--- src/rtl/robot_sched_pkg.sv ---
// Shared types and constants for the pipe-cleaning robot command scheduler.
package robot_sched_pkg;

    typedef enum logic [2:0] {
        ST_SAMPLE     = 3'd0,
        ST_RUN_FRONT  = 3'd1,
        ST_RUN_TURN   = 3'd2,
        ST_RUN_REMOVE = 3'd3,
        ST_SETTLE     = 3'd4,
        ST_DONE       = 3'd5,
        ST_FAULT      = 3'd6
    } sched_state_t;

    localparam logic [1:0] FLT_NONE  = 2'b00;
    localparam logic [1:0] FLT_SPIN  = 2'b01;
    localparam logic [1:0] FLT_TRASH = 2'b10;
    localparam logic [1:0] FLT_CMD   = 2'b11;

    // True when two or more of the three command bits are set.
    function automatic logic is_multi_hot(input logic [2:0] cmd);
        return (cmd[0] & cmd[1]) | (cmd[0] & cmd[2]) | (cmd[1] & cmd[2]);
    endfunction

    // Bits needed to hold every value in 0..max_val (never less than 1).
    function automatic int width_for(input int max_val);
        return (max_val < 1) ? 1 : $clog2(max_val + 1);
    endfunction

endpackage

--- src/rtl/robot_sched_timer.sv ---
// Loadable down-counter timing how long an actuator stays enabled.
// It stops at zero rather than wrapping, so it is harmless if left enabled.
module robot_sched_timer #(
    parameter int W = 4
) (
    input  logic         clock,
    input  logic         reset,
    input  logic         load,
    input  logic [W-1:0] load_val,
    input  logic         en,
    output logic         zero
);

    logic [W-1:0] count_r;

    // Load a new duration, otherwise count down while enabled until zero.
    always_ff @(posedge clock or negedge reset) begin
        if (!reset) begin
            count_r <= {W{1'b0}};
        end else if (load) begin
            count_r <= load_val;
        end else if (en && (count_r != {W{1'b0}})) begin
            count_r <= count_r - {{(W-1){1'b0}}, 1'b1};
        end else begin
            count_r <= count_r;
        end
    end

    assign zero = (count_r == {W{1'b0}});

endmodule

--- src/rtl/robot_cmd_scheduler.sv ---
// Runs the decision FSM's one-hot commands on the actuators for fixed
// durations, returns a step strobe, and supervises the command stream.
module robot_cmd_scheduler
    import robot_sched_pkg::*;
#(
    parameter int FRONT_CYCLES  = 8,
    parameter int TURN_CYCLES   = 4,
    parameter int REMOVE_CYCLES = 12,
    parameter int MAX_TURNS     = 4,
    parameter int MAX_REMOVES   = 3,
    parameter int IDLE_LIMIT    = 16,
    parameter int CNT_W         = 16
) (
    input  logic             clock,
    input  logic             reset,
    input  logic             front,
    input  logic             turn,
    input  logic             remove,
    output logic             step,
    output logic             motor_fwd,
    output logic             motor_rot,
    output logic             brush_on,
    output logic             busy,
    output logic             done,
    output logic             fault,
    output logic [1:0]       fault_code,
    output logic [CNT_W-1:0] move_count
);

    localparam int MAXC_0 = (FRONT_CYCLES > TURN_CYCLES) ? FRONT_CYCLES : TURN_CYCLES;
    localparam int MAXC   = (MAXC_0 > REMOVE_CYCLES) ? MAXC_0 : REMOVE_CYCLES;
    localparam int TW     = width_for(MAXC - 1);
    localparam int TRN_W  = width_for(MAX_TURNS);
    localparam int REM_W  = width_for(MAX_REMOVES);
    localparam int IDL_W  = width_for(IDLE_LIMIT);

    localparam logic [TW-1:0]    FRONT_LOAD = TW'(FRONT_CYCLES - 1);
    localparam logic [TW-1:0]    TURN_LOAD  = TW'(TURN_CYCLES - 1);
    localparam logic [TW-1:0]    REM_LOAD   = TW'(REMOVE_CYCLES - 1);
    localparam logic [TRN_W-1:0] TRN_LIM    = TRN_W'(MAX_TURNS);
    localparam logic [REM_W-1:0] REM_LIM    = REM_W'(MAX_REMOVES);
    localparam logic [IDL_W-1:0] IDL_LIM    = IDL_W'(IDLE_LIMIT);

    sched_state_t     state_r;
    logic [TRN_W-1:0] consec_turns_r;
    logic [REM_W-1:0] consec_removes_r;
    logic [IDL_W-1:0] idle_cnt_r;
    logic             last_front_r;
    logic             step_r;
    logic             motor_fwd_r;
    logic             motor_rot_r;
    logic             brush_on_r;
    logic             busy_r;
    logic             done_r;
    logic             fault_r;
    logic [1:0]       fault_code_r;
    logic [CNT_W-1:0] move_count_r;

    logic [2:0]       cmd_s;
    logic             acc_front_s;
    logic             acc_turn_s;
    logic             acc_rem_s;
    logic             idle_step_s;
    logic             go_done_s;
    logic             go_fault_s;
    logic [1:0]       fault_nxt_s;
    logic [TW-1:0]    load_val_s;
    logic             run_s;
    logic             timer_zero_s;

    assign cmd_s = {front, turn, remove};

    // Decode the command sample. A limit is checked against the count
    // already reached, so the offending sample itself never issues a step.
    always_comb begin
        acc_front_s = 1'b0;
        acc_turn_s  = 1'b0;
        acc_rem_s   = 1'b0;
        idle_step_s = 1'b0;
        go_done_s   = 1'b0;
        go_fault_s  = 1'b0;
        fault_nxt_s = FLT_NONE;
        if (state_r == ST_SAMPLE) begin
            if (is_multi_hot(cmd_s)) begin
                go_fault_s  = 1'b1;
                fault_nxt_s = FLT_CMD;
            end else if (cmd_s == 3'b000) begin
                if (idle_cnt_r == IDL_LIM) begin
                    go_done_s = 1'b1;
                end else begin
                    idle_step_s = 1'b1;
                end
            end else if (turn) begin
                if (consec_turns_r == TRN_LIM) begin
                    go_fault_s  = 1'b1;
                    fault_nxt_s = FLT_SPIN;
                end else begin
                    acc_turn_s = 1'b1;
                end
            end else if (remove) begin
                if (consec_removes_r == REM_LIM) begin
                    go_fault_s  = 1'b1;
                    fault_nxt_s = FLT_TRASH;
                end else begin
                    acc_rem_s = 1'b1;
                end
            end else begin
                acc_front_s = 1'b1;
            end
        end else begin
            acc_front_s = 1'b0;
        end
    end

    // Select the duration matching the accepted command.
    always_comb begin
        load_val_s = FRONT_LOAD;
        if (acc_turn_s) begin
            load_val_s = TURN_LOAD;
        end else if (acc_rem_s) begin
            load_val_s = REM_LOAD;
        end else begin
            load_val_s = FRONT_LOAD;
        end
    end

    assign run_s = (state_r == ST_RUN_FRONT) || (state_r == ST_RUN_TURN) ||
                   (state_r == ST_RUN_REMOVE);

    robot_sched_timer #(
        .W (TW)
    ) u_timer (
        .clock    (clock),
        .reset    (reset),
        .load     (acc_front_s | acc_turn_s | acc_rem_s),
        .load_val (load_val_s),
        .en       (run_s),
        .zero     (timer_zero_s)
    );

    // Scheduler FSM with its registered outputs and supervision counters.
    always_ff @(posedge clock or negedge reset) begin
        if (!reset) begin
            state_r          <= ST_SAMPLE;
            consec_turns_r   <= {TRN_W{1'b0}};
            consec_removes_r <= {REM_W{1'b0}};
            idle_cnt_r       <= {IDL_W{1'b0}};
            last_front_r     <= 1'b0;
            step_r           <= 1'b0;
            motor_fwd_r      <= 1'b0;
            motor_rot_r      <= 1'b0;
            brush_on_r       <= 1'b0;
            busy_r           <= 1'b0;
            done_r           <= 1'b0;
            fault_r          <= 1'b0;
            fault_code_r     <= FLT_NONE;
            move_count_r     <= {CNT_W{1'b0}};
        end else begin
            case (state_r)
                ST_SAMPLE: begin
                    if (go_fault_s) begin
                        state_r      <= ST_FAULT;
                        fault_r      <= 1'b1;
                        fault_code_r <= fault_nxt_s;
                    end else if (go_done_s) begin
                        state_r <= ST_DONE;
                        done_r  <= 1'b1;
                    end else if (acc_front_s) begin
                        state_r          <= ST_RUN_FRONT;
                        motor_fwd_r      <= 1'b1;
                        busy_r           <= 1'b1;
                        idle_cnt_r       <= {IDL_W{1'b0}};
                        consec_turns_r   <= {TRN_W{1'b0}};
                        consec_removes_r <= {REM_W{1'b0}};
                        last_front_r     <= 1'b1;
                    end else if (acc_turn_s) begin
                        state_r          <= ST_RUN_TURN;
                        motor_rot_r      <= 1'b1;
                        busy_r           <= 1'b1;
                        idle_cnt_r       <= {IDL_W{1'b0}};
                        consec_turns_r   <= consec_turns_r + TRN_W'(1);
                        consec_removes_r <= {REM_W{1'b0}};
                        last_front_r     <= 1'b0;
                    end else if (acc_rem_s) begin
                        state_r          <= ST_RUN_REMOVE;
                        brush_on_r       <= 1'b1;
                        busy_r           <= 1'b1;
                        idle_cnt_r       <= {IDL_W{1'b0}};
                        consec_removes_r <= consec_removes_r + REM_W'(1);
                        last_front_r     <= 1'b0;
                    end else if (idle_step_s) begin
                        idle_cnt_r <= idle_cnt_r + IDL_W'(1);
                    end else begin
                        state_r <= ST_SAMPLE;
                    end
                end
                ST_RUN_FRONT, ST_RUN_TURN, ST_RUN_REMOVE: begin
                    if (timer_zero_s) begin
                        state_r     <= ST_SETTLE;
                        motor_fwd_r <= 1'b0;
                        motor_rot_r <= 1'b0;
                        brush_on_r  <= 1'b0;
                        step_r      <= 1'b1;
                    end else begin
                        state_r <= state_r;
                    end
                end
                ST_SETTLE: begin
                    state_r <= ST_SAMPLE;
                    step_r  <= 1'b0;
                    busy_r  <= 1'b0;
                    if (last_front_r && (move_count_r != {CNT_W{1'b1}})) begin
                        move_count_r <= move_count_r + CNT_W'(1);
                    end else begin
                        move_count_r <= move_count_r;
                    end
                end
                ST_DONE, ST_FAULT: begin
                    state_r <= state_r;
                end
                default: begin
                    state_r     <= ST_SAMPLE;
                    step_r      <= 1'b0;
                    motor_fwd_r <= 1'b0;
                    motor_rot_r <= 1'b0;
                    brush_on_r  <= 1'b0;
                    busy_r      <= 1'b0;
                end
            endcase
        end
    end

    // The idle step is a live decode; hold it low while reset is asserted.
    assign step       = step_r | (idle_step_s & reset);
    assign motor_fwd  = motor_fwd_r;
    assign motor_rot  = motor_rot_r;
    assign brush_on   = brush_on_r;
    assign busy       = busy_r;
    assign done       = done_r;
    assign fault      = fault_r;
    assign fault_code = fault_code_r;
    assign move_count = move_count_r;

endmodule

--- config.mk ---
export PLATFORM = sky130hd
export DESIGN_NAME = robot_cmd_scheduler
export DESIGN_NICKNAME = d
export VERILOG_FILES = /design/src/rtl/robot_sched_pkg.sv /design/src/rtl/robot_sched_timer.sv /design/src/rtl/robot_cmd_scheduler.sv
export SDC_FILE = /design/constraint.sdc
export NUM_CORES = 1
export LEC_CHECK = 0
export BUFFER_PORTS_ARGS = -buffer_cell sky130_fd_sc_hd__buf_2
export CAP_MARGIN = 10
export CORE_MARGIN = 5
export CORE_UTILIZATION = 30
export CTS_CLUSTER_SIZE = 20
export DETAILED_ROUTE_END_ITERATION = 7
export GPL_ROUTABILITY_DRIVEN = 0
export PLACE_DENSITY_LB_ADDON = 0.05
export SYNTH_ARGS = -nofsm -noshare
export SYNTH_HDL_FRONTEND = slang
export SYNTH_SLANG_ARGS = --single-unit
export TNS_END_PERCENT = 20
--- constraint.sdc ---
create_clock -name clock -period 2.1 [get_ports clock]
set_clock_uncertainty 0.15 [all_clocks]
set_input_delay 0.42 -clock clock [delete_from_list [all_inputs] [get_ports clock]]
set_output_delay 0.42 -clock clock [all_outputs]
set_load 0.005 [all_outputs]
Yosys cells after proc, flatten, opt, wreduce, memory -nomap -nowiden
Cells that the tools add are included.
{"block": "totals", "latchBits": 0, "ram_bits": 0, "in_bits": 5, "mem_bits_ro": 0, "memories": 0, "elab_cells": 168, "ff_bits": 43, "out_inout_bits": 25}
{"block": "op_classes", "div": 0, "add_sub_neg": 5, "n_bitwise": 15, "n_eq_ne": 20, "reduce_logical": 29, "magnitude_cmp": 0, "n_shift": 0, "mul": 0, "mux": 84}
{"operator": "$mux W1", "count": 53}
{"operator": "$mux W3", "count": 9}
{"operator": "$mux W5", "count": 4}
{"operator": "$add A16 B1 Y16 const B", "count": 1}
{"operator": "$mux W2", "count": 8}
{"operator": "$mux W4", "count": 4}
{"operator": "$ne A16 B16 Y1 const B", "count": 1}
{"operator": "$ne A2 B2 Y1 const B", "count": 8}
{"operator": "$reduce_and A4 Y1", "count": 4}
{"operator": "$eq A3 B3 Y1 const B", "count": 4}
{"operator": "$pmux W1 S3", "count": 3}
{"operator": "$pmux W3 S3", "count": 1}
{"operator": "$reduce_or A3 Y1", "count": 3}
{"operator": "$reduce_bool A4 Y1", "count": 2}
{"operator": "$ne A7 B7 Y1 const B", "count": 1}
{"operator": "$reduce_and A7 Y1", "count": 1}
{"operator": "$eq A3 B2 Y1 const B", "count": 2}
{"operator": "$logic_not A3 Y1", "count": 2}
{"operator": "$not A1 Y1", "count": 6}
{"operator": "$reduce_and A2 Y1", "count": 3}
{"operator": "$reduce_and A3 Y1", "count": 2}
{"operator": "$reduce_and A6 Y1", "count": 1}
{"operator": "$add A5 B1 Y5 const B", "count": 1}
{"operator": "$eq A5 B5 Y1 const B", "count": 1}
{"operator": "17 further kinds", "count": 28}

Longest topological paths before layout
Gate-level depths: netlist (run 1).
{"block": "depth", "word_depth": 13, "mapped_depth": 6, "ltp_nobuf": 6}

Modules after synthesis
A second synthesis (run 1) with hierarchy kept.
{"block": "hier_totals", "hier_cells": 228, "area_unflattened_um2": 2331.0}
{"module": "robot_cmd_scheduler", "area_each_um2": 2060.7, "cells_per_inst": 201, "instances": 1, "seq_area_each_um2": 975.9}
{"module": "robot_sched_timer", "area_each_um2": 270.3, "cells_per_inst": 27, "instances": 1, "seq_area_each_um2": 100.1}

Least setup slack after synthesis (run 1)
No wires, ideal clock.
{"block": "synth_path", "path_kind": "input to output", "start": "input turn", "end": "output step", "arrival_ns": 1.369, "n_path_buf": 1, "stages": 4, "required_ns": 1.530, "slack_ns": 0.161, "path_cell_list": "buf_4 -> or3_1 -> nor3_2 -> a21o_1"}
{"block": "synth_via", "elab_chain_cells": 7, "word_cells_on_any_way": 10, "classes_between": "mux (3); bitwise (6); reduce/logical (1)"}
{"element": "start, declared", "line_no": "robot_cmd_scheduler.sv:17", "text": "input logic turn,"}
{"element": "$and A1 B1 Y1", "line_no": "robot_sched_pkg.sv:21", "text": "return (cmd[0] & cmd[1]) | (cmd[0] & cmd[2]) | (cmd[1] & cmd[2]);"}
{"element": "$or A1 B1 Y1 (2 in series)", "line_no": "robot_sched_pkg.sv:21"}
{"element": "$mux W1 (*)", "line_no": "robot_cmd_scheduler.sv:84", "text": "if (is_multi_hot(cmd_s)) begin"}
{"element": "$mux W1 (*)", "line_no": "robot_cmd_scheduler.sv:83", "text": "if (state_r == ST_SAMPLE) begin"}
{"element": "$and A1 B1 Y1 (*)", "line_no": "robot_cmd_scheduler.sv:234", "text": "assign step = step_r | (idle_step_s & reset);"}
{"element": "$or A1 B1 Y1 (*)", "line_no": "robot_cmd_scheduler.sv:234"}
{"element": "end, declared", "line_no": "robot_cmd_scheduler.sv:19", "text": "output logic step,"}
Mark *: on every way between the ends. The rest lies on a longest branch, timed or not.

Worst setup path in the final report (run 1)
{"block": "layout_path", "start": "register state_r[0]", "end": "output step"}
{"block": "layout_via", "elab_chain_cells": 4}
{"element": "start, declared", "line_no": "robot_cmd_scheduler.sv:44", "text": "sched_state_t state_r;"}
{"element": "start signal, assigned", "line_no": "robot_cmd_scheduler.sv:205", "text": "state_r <= state_r;"}
{"element": "start signal, assigned", "line_no": "robot_cmd_scheduler.sv:219", "text": "state_r <= state_r;"}
{"element": "$logic_not A3 Y1", "line_no": "robot_cmd_scheduler.sv:83"}
{"element": "$mux W1", "line_no": "robot_cmd_scheduler.sv:83"}
{"element": "$and A1 B1 Y1", "line_no": "robot_cmd_scheduler.sv:234"}
{"element": "$or A1 B1 Y1", "line_no": "robot_cmd_scheduler.sv:234"}
No other way between the ends.

==> results by group, run 1 <==
Setup path
  • Startpoint types: register
  • Required time worst endpoint: 1530 ps
  • Crit path to: step
  • RR Endpoint: consec_turns_r[2]$_DFFE_PN0P_
  • Worst reg2reg path depth: 6
  • FF-to-FF setup slack: 50 ps
  • Reg2Reg Launch Point: state_r[0]$_DFFE_PN0P_
  • Setup crit end kind: primary output
  • Worst Path Max Fanout: 2
  • Crit. Startpoint: state_r[0]$_DFFE_PN0P_
  • Crit path DAT: 1610 ps
  • Crit path kind: register to primary output

Power
  • Total power: 3.31 mW
  • Peak supply drop: 483 uV
  • Reg power frac: 37.5%
  • Leakage power: 1.38 nW
  • Net switching power: 1.28 mW
  • Comb pwr share: 46.0%
  • Internal Power: 2.03 mW
  • Sw frac: 38.6%
  • Clock Power Share: 16.5%
  • Pwr dens: 1140 nW/um^2

Cells and area
  • Layout area overhead: 22.6%
  • Layout cells sized above 1: 28.4%
  • Fin nets: 301
  • Final cell count without fillers: 391
  • Core Util, Final: 37.7%
  • Ant. Diodes: 0
  • # fillers: 808

Die
  • Chip Height: 98.8 um
  • Core Region: 7690 um^2
  • Die area: 9770 um^2
  • Die width: 98.8 um
  • Num ports: 30
  • Initial Utilization: 30.8%
  • Num rows: 32

STA
  • Fmax: 0.459 GHz
  • Slew @ Worst Pin: 586 ps
  • Final worst path period share: 104%
  • Final Setup Violations: 1
  • WHS: 91.1 ps
  • Max Slew Vio Count: 0
  • Worst slew margin: 61.0%
  • Final worst path period need: 2180 ps
  • RSZ-0062 raised after global routing: true
  • Setup ws final: -78.2 ps
  • Final hold violations: 0

Clock tree
  • Hold buffers post-CTS: 0
  • Clock tree buffer depth: 2
  • Root buffer cell: clkbuf_8
  • Htree depth: 2
  • Clock sinks: 43
  • CTS tree: built
  • Reg clk slew, reported paths: 80 ps
  • Worst-Skew Late Latency: 290 ps
  • CTS Buf Count: 5

Route
  • Via count: 1932
  • Post-Route WL: 5680 um
  • Detail Route Antenna Nets: 0
  • DR WL/cell: 14.5 um
  • Starting DRC count in detailed routing: 65
  • DRC violations left: 0
  • Drt pass-1 iters: 4
  • Via density: 4.94

GRT
  • Total track usage: 12.3%
  • Largest net degree at the start of global routing: 44
  • Initial antenna violation count: 0
  • Remaining global-route overflow: 0
  • Global-route wire length before repair: 9630 um
  • Number of global-route vias before repair: 1907

Yosys
  • EDFF count, synth: 0
  • Synth Flop Type: dfrtp_1
  • Fraction of registers with async set/reset: 100%
  • Sequential area share after synthesis: 45.5%
  • Total number of yosys warnings: 0
  • Syn_area_per_cell: 10.1 um^2
  • Post-synthesis cell area: 2370 um^2
  • Syn nets: 246
  • Mapped Cells: 234
  • Post-synth cell types: 54
  • Flops & latches, synth: 43

Job
  • Max_cap viols: 0

Place
  • Placed cell count: 378
  • Port-buffer cells: 29
  • Hpwl dp: 4280 um

Hold path
  • Hold crit path type: input pin to async pin

Outcome
  • Failing checks: setup timing
  • Status: complete, but fails checks
==> per-layer routing <==
metal	GRT usage [%]	routed length, um	vias up
met2	18.1	2430	21
met5	0	0	-
met1	17.5	2990	935
met3	3.11	177	7
met4	4.10	85	0
li1	-	-	969
==> Yosys cell counts, drive strengths merged (2+ instances only) <==
library cell,instances,area share (%)
a211oi,5,1.6
dfrtp,43,45
nor4b,2,1.6
and2,3,0.79
nand2,20,3.2
or3,4,1.3
o311ai,2,0.74
nor3,8,2.3
mux2,4,1.9
buf,5,1.5
or2,2,0.53
a21oi,14,3.0
ha,7,3.7
o41ai,3,1.1
nand3,9,2.1
and4bb,2,1.1
inv,14,2.2
nor4,3,0.79
a31oi,2,0.53
and4,4,1.5
a21o,7,2.2
nor2,8,1.6
a22o,2,0.74
nor2b,2,0.53
xnor2,5,1.8
nand2b,5,1.6
o211ai,2,0.63
nor3b,2,0.63
and3,6,1.6
nand4,4,1.1
o21ai,16,3.4
xor2,8,3.0
==> power by group through the flow <==
stage                     Clock, mW  Combinational (mW)  Sequential [mW]
after CTS                     0.572                1.52             1.25
after detailed placement          0                1.43             1.28
after global routing          0.598                1.72             1.28
after floorplan                   0               0.920             1.28
final                         0.545                1.52             1.24
after global placement            0                1.44             1.28
==> registers in the layout, summed over array words and instances (netlist names) <==
signal and count:
move_count 16, idle_cnt_r 5, u_timer.count_r 4, consec_turns_r 3
state_r 3, consec_removes_r 2, fault_code 2, brush_on 1
busy 1, done 1, fault 1, last_front_r 1
motor_fwd 1, motor_rot 1, step_r 1
==> through the flow <==
step	setup WS [ps]	instance area, um^2	setup TNS (ps)
6_report	-78.2	2900	-78.2
2_1_floorplan	161	2370	0
5_1_grt	-162	2900	-162
3_5_place_dp	71.8	2750	0
4_1_cts	-94.9	2890	-94.9
3_3_place_gp	86.7	2750	0
==> critical path, stage by stage (launching register included) <==
cell and delay [ps]:
dfrtp_2 410, or3_4 400, nor3_4 200, a21o_1 170
buf_2 120
==> worst min-delay path by stage <==
stage,from,endpoint,slack [ps],cells after the start
after floorplan,reset,brush_on$_DFFE_PN0P_,-30,0
after global placement,fault$_DFFE_PN0P_,fault$_DFFE_PN0P_,300,1
after detailed placement,fault$_DFFE_PN0P_,fault$_DFFE_PN0P_,300,1
after CTS,reset,fault_code[0]$_DFFE_PN0P_,140,2
after global routing,reset,fault_code[0]$_DFFE_PN0P_,170,2
final,reset,fault_code[0]$_DFFE_PN0P_,90,2
==> kinds of logic after synthesis <==
kind of cell	count (synthesis)	synth area share, %
compound gates	61	17.0
mux	4	1.90
xor+xnor	13	4.81
buf+inv	19	3.75
simple gates	87	23.4
fa+ha+maj	7	3.70
flops	43	45.5
==> area by class of cell <==
cell class / count / area [um^2] / share of cell area [%]
Clock buffer: 6 / 82.6 / 2.85
Tap cell: 102 / 128 / 4.40
Inverter: 14 / 52.6 / 1.81
Clock inverter: 1 / 5.00 / 0.172
Multi-Input combinational cell: 172 / 1220 / 42.0
Timing Repair Buffer: 53 / 338 / 11.6
Sequential cell: 43 / 1080 / 37.1
==> cells in the final DEF (no fill, tap or decap), drive strengths merged, types with 3 or more instances in the layout <==
| cell type | n |
|---|---|
| buf | 53 |
| dfrtp | 43 |
| nand2 | 20 |
| o21ai | 16 |
| inv | 14 |
| a21oi | 14 |
| nand3 | 9 |
| xor2 | 8 |
| nor2 | 8 |
| nor3 | 8 |
| a21o | 7 |
| ha | 7 |
| clkbuf | 6 |
| and3 | 6 |
| a211oi | 5 |
| xnor2 | 5 |
| nand2b | 5 |
| and4 | 4 |
| nand4 | 4 |
| mux2 | 4 |
| or3 | 4 |
| and2 | 3 |
| o41ai | 3 |
| nor4 | 3 |
==> what timing repair did <==
action,4_1_cts,5_1_grt
pin swaps,3,1
gates cloned,0,0
resized for setup,3,2
setup buffers,5,1
setup endpoints to repair,1,2
Power figures use the tool's default switching activity.
==> run 2: changes to the inputs <==
- ABC_AREA: not set -> 1
==> results by group, run 2 <==
Yosys
  • Top-area cell type share of the netlist area: 42.4%
  • Fraction of registers with async set/reset: 100%
  • Post-synthesis cell area: 2540 um^2
  • Mapped Cells: 322
  • Synth area leader: dfrtp_1
  • Top cells by area, synth: dfrtp_1 42%, nand2_1 17%, inv_1 5.2%, nand3_1 4.3%, xor2_1 3.8%
  • Flops & latches, synth: 43
  • Post-synth cell types: 27
  • Commonest cells post-synth: 113 x nand2_1, 43 x dfrtp_1, 35 x inv_1, 22 x nand3_1, 20 x nor2_1
  • Syn_area_per_cell: 7.88 um^2
  • Synth Flop Type: dfrtp_1
  • Syn nets: 334
  • EDFF count, synth: 0
  • Total number of yosys warnings: 0
  • Sequential area share after synthesis: 42.4%
  • Most frequent cell after synthesis: nand2_1

Cells and area
  • Ant. Diodes: 0
  • Final cell count without fillers: 466
  • Commonest non-fill, non-tap cell in the layout: nand2_1
  • Final Cell Area: 2940 um^2
  • Commonest non-fill, non-tap cells in the layout: 113 x nand2_1, 43 x dfrtp_1, 35 x inv_1, 29 x buf_2, 21 x nand3_1
  • Fin nets: 372
  • Max reg flops: 16
  • Layout cells sized above 1: 19.1%
  • Layout area overhead: 16.0%

Place
  • Hpwl dp: 4340 um
  • Setup slack at placement: 227 ps
  • Placed cell count: 457
  • Dpl cell area: 2810 um^2
  • Port-buffer cells: 29

Die
  • Chip Height: 102 um
  • Die area: 10400 um^2
  • Core Region: 8220 um^2
  • Initial Utilization: 30.9%
  • Num ports: 30
  • Die width: 102 um
  • Num rows: 33

STA
  • Final worst path period need: 1980 ps
  • Setup ws final: 119 ps
  • Worst slew margin: 61.8%
  • Final worst path period share: 94.3%
  • Slew @ Worst Pin: 573 ps
  • Final hold violations: 0
  • Max Slew Vio Count: 0
  • Final Setup Violations: 0
  • TNS Setup: 0 ps
  • Fmax: 0.505 GHz
  • RSZ-0062 raised after global routing: false

Route
  • Via density: 4.46
  • DR WL/cell: 12.4 um
  • Starting DRC count in detailed routing: 78
  • Drt pass-1 iters: 4
  • Post-Route WL: 5790 um
  • Via count: 2077
  • Detail Route Antenna Nets: 0
  • DRC violations left: 0

GRT
  • Largest net degree at the start of global routing: 44
  • Remaining global-route overflow: 0
  • Number of global-route vias before repair: 2039
  • Initial antenna violation count: 0
  • Global-route wire length before repair: 9990 um
  • Total track usage: 12.1%

Hold path
  • Hold crit path type: input pin to async pin

Setup path
  • Crit path DAT: 1410 ps
  • Max stage delay on crit path: 400 ps
  • Crit. Startpoint: idle_cnt_r[1]$_DFFE_PN0P_
  • Crit path to: step
  • FF-to-FF setup slack: 250 ps
  • Crit path kind: register to primary output
  • Startpoint types: register
  • Crit-path slowest cell: dfrtp_1
  • Setup crit end kind: primary output
  • Worst Path Max Fanout: 3
  • CP cell instances: inv_1 -> ha_1 -> nand3_2 -> a31o_2 -> buf_2
  • Reg2Reg Launch Point: consec_turns_r[0]$_DFFE_PN0P_
  • Required time worst endpoint: 1530 ps
  • RR Endpoint: u_timer.count_r[3]$_DFFE_PN0P_
  • Worst reg2reg path depth: 10

Clock tree
  • Root buffer cell: clkbuf_8
  • Clock tree buffer depth: 2
  • Clock sinks: 43
  • Htree depth: 2
  • CTS tree: built
  • Reg clk slew, reported paths: 90 ps
  • CTS Buf Count: 5
  • Worst-Skew Late Latency: 290 ps

Outcome
  • Status: complete, no violations

Power
  • Pwr dens: 1050 nW/um^2
  • Leakage power: 1.60 nW
  • Peak supply drop: 482 uV

Job
  • Max_cap viols: 0
==> run 2: cell types whose count changed in the layout (fill, tap and decap cells not counted), sizes merged, moves of 5 or more <==
cell | before | now
a211oi | 5 | 0
a21o | 7 | 0
a21oi | 14 | 3
and3 | 6 | 0
buf | 53 | 33
inv | 14 | 40
nand2 | 20 | 121
nand2b | 5 | 0
nand3 | 9 | 22
nand4 | 4 | 10
nor2 | 8 | 29
==> run 2: layer usage <==
layer  GRT usage [%]  routed length [um]
met3            2.53                 229
met2            18.5                2410
met4            3.03                  47
met5               0                   0
met1            17.5                3100
==> run 2: cell type report <==
type | count | area, um^2
fillers | 882 | 5270
multi-input cells | 237 | 1290
flip-flops and latches | 43 | 1080
repair buffers | 33 | 175
inverters | 40 | 155
well taps | 105 | 131
clock buffers | 6 | 82.6
clock inverters | 2 | 35.0
==> run 2: metrics by stage <==
step	util, %	hold slack [ps]	power [mW]
6_report	35.8	109	3.09
5_1_grt	35.8	167	3.41
4_1_cts	35.7	125	3.15
3_5_place_dp	34.2	294	2.44
3_3_place_gp	34.2	293	2.45
2_1_floorplan	-	-25.6	2.10
==> run 2: cells by family (layout without fill, tap and decap cells) <==
family	after synthesis	count (layout)	synth area share, %
and+or+nand+nor	186	186	34.8
DFF	43	43	42.4
buffers and inverters	42	81	7.01
AOI/OAI and AO/OA	28	28	6.76
xor gates and xnor gates	16	16	5.53
adders and majority gates	7	7	3.45
==> run 2: report_power, final <==
group | total [mW] | switching (mW) | internal (mW) | leakage [nW]
sequential | 1.24 | 0.182 | 1.05 | 0.559
clock | 0.671 | 0.285 | 0.385 | 0.0612
combinational | 1.18 | 0.730 | 0.452 | 0.977
==> run 2: worst min-delay path by stage <==
stage                     slack (ps)               from                   endpoint  cells past startpoint
after floorplan                  -30              reset       brush_on$_DFFE_PN0P_                      0
after global placement           290  fault$_DFFE_PN0P_          fault$_DFFE_PN0P_                      2
after detailed placement         290  fault$_DFFE_PN0P_          fault$_DFFE_PN0P_                      2
after CTS                        120              reset  fault_code[0]$_DFFE_PN0P_                      2
after global routing             170              reset  fault_code[0]$_DFFE_PN0P_                      2
final                            110              reset  fault_code[0]$_DFFE_PN0P_                      2
==> run 2: what timing repair did <==
item / in CTS / in global routing
setup buffers: 0 / 1
hold buffers: 0 / 0
gates resized for setup: 0 / 1
setup endpoints to repair: 0 / 1
hold endpoints to repair: 0 / 0
==> run 2: worst max-delay path, delay by kind of cell, from the launching register on <==
family / cells / cell delay [ps]
buffers and inverters: 2 / 190
AO/OA/AOI/OAI: 1 / 250
flip-flops: 1 / 400
AND/OR/NAND/NOR: 1 / 110
adder cells (fa/ha/maj): 1 / 160
==> run 3: changes to the inputs <==
- clock period: 2.1 -> 2.3 ns (I/O delays scaled with it)
==> results by group, run 3 (synthesis results as in run 2) <==
Cells and area
  • Layout cells sized above 1: 18.2%
  • Commonest non-fill, non-tap cell in the layout: nand2_1
  • # fillers: 887
  • Ant. Diodes: 0
  • Final Cell Area: 2920 um^2
  • Commonest non-fill, non-tap cells in the layout: 113 x nand2_1, 43 x dfrtp_1, 35 x inv_1, 29 x buf_2, 22 x nand3_1
  • Layout area overhead: 14.9%
  • Max reg flops: 16
  • Final cell count without fillers: 463
  • Fin nets: 369

Setup path
  • Crit-path slowest cell: dfrtp_1
  • Worst Path Max Fanout: 5
  • Max stage delay on crit path: 420 ps
  • Setup crit end kind: primary output
  • Crit path DAT: 1480 ps
  • Crit path kind: register to primary output
  • Startpoint types: register
  • Required time worst endpoint: 1690 ps
  • Worst reg2reg path depth: 10
  • CP cell instances: inv_1 -> ha_1 -> nand3_1 -> a31o_2 -> buf_2

Power
  • Internal Power: 1.71 mW
  • Leakage power: 1.58 nW
  • Clock Power Share: 22.1%
  • Comb pwr share: 37.6%
  • Reg power frac: 40.3%
  • Net switching power: 1.10 mW
  • Sw frac: 39.2%
  • Pwr dens: 965 nW/um^2
  • Peak supply drop: 283 uV
  • Total power: 2.81 mW

Die
  • Initial Utilization: 30.9%
  • Num rows: 33
  • Num ports: 30
  • Core Region: 8220 um^2
  • Die area: 10400 um^2
  • Chip Height: 102 um
  • Die width: 102 um

Route
  • Via count: 2074
  • DRC violations left: 0
  • Via density: 4.48
  • Detail Route Antenna Nets: 0
  • Drt pass-1 iters: 5
  • Starting DRC count in detailed routing: 69
  • DR WL/cell: 12.5 um
  • Post-Route WL: 5780 um

Clock tree
  • CTS Buf Count: 5
  • Root buffer cell: clkbuf_8
  • Htree depth: 2
  • Hold buffers post-CTS: 0
  • Reg clk slew, reported paths: 90 ps
  • Clock sinks: 43
  • Clock tree buffer depth: 2
  • Post-CTS Setup Inserts: 0
  • Post-CTS Resized: 0
  • CTS tree: built
  • Worst-Skew Late Latency: 300 ps

STA
  • Final Setup Violations: 0
  • Slew @ Worst Pin: 554 ps
  • Final hold violations: 0
  • Final worst path period share: 90.8%
  • RSZ-0062 raised after global routing: false
  • Worst slew margin: 63.1%
  • Fmax: 0.479 GHz
  • Setup ws final: 212 ps
  • Max Slew Vio Count: 0
  • Final worst path period need: 2090 ps
  • TNS Setup: 0 ps

Hold path
  • Hold crit path type: input pin to async pin

Place
  • Hpwl dp: 4340 um
  • Dpl cell area: 2800 um^2
  • Port-buffer cells: 29
  • Placed cell count: 455
  • Setup slack at placement: 455 ps

Job
  • Max_cap viols: 0

GRT
  • Initial antenna violation count: 0
  • Global-route wire length before repair: 9590 um
  • Remaining global-route overflow: 0
  • Number of global-route vias before repair: 1877
  • Largest net degree at the start of global routing: 44
  • Total track usage: 11.8%

Outcome
  • Status: complete, no violations
## run 3: stage by stage
step	utilization (%)	hold WS [ps]
floorplan	-	14.4
global placement	34.0	294
detailed placement	34.0	296
CTS	35.5	157
global route	35.5	193
finish	35.5	131
## run 3: metal layers
metal  GRT usage, %  wire [um]  share of wire (%)
met2           17.4       2470                 43
met5              0          0                  0
met1           17.4       3020                 52
met4           3.63         72                1.2
met3           2.53        218                3.8
## run 3: final timing paths
kind                                               start                             end  slack, ps
min in group clock                      done$_DFFE_PN0P_                done$_DFFE_PN0P_        310
max reg2reg                consec_turns_r[0]$_DFFE_PN0P_  u_timer.count_r[3]$_DFFE_PN0P_        470
max                            idle_cnt_r[0]$_DFFE_PN0P_                            step        210
max in group asynchronous                          reset       move_count[4]$_DFFE_PN0P_       1490
min                                                reset                done$_DFFE_PN0P_        130
min reg2reg                             done$_DFFE_PN0P_                done$_DFFE_PN0P_        310
## run 3: final cells by class
type,count,area (um^2),area share [%]
clock inverters,2,35.0,1.20
clock buffers,6,82.6,2.83
repair buffers,30,153,5.24
flip-flops and latches,43,1080,36.9
inverters,40,155,5.32
multi-input cells,237,1280,44.0
well taps,105,131,4.51
## run 3: power groups by stage
| stage | logic (mW) | clock network (mW) | registers, mW |
|---|---|---|---|
| floorplan | 0.796 | 0 | 1.13 |
| global placement | 1.09 | 0 | 1.15 |
| detailed placement | 1.08 | 0 | 1.15 |
| CTS | 1.08 | 0.660 | 1.14 |
| global route | 1.23 | 0.687 | 1.17 |
| finish | 1.06 | 0.621 | 1.13 |
## run 3: critical path, delay by kind of cell (launching register included)
family,cells,cell delay [ps]
AOI/OAI and AO/OA,1,270
adders and majority gates,1,140
buffers and inverters,2,190
DFF,1,420
and+or+nand+nor,1,150
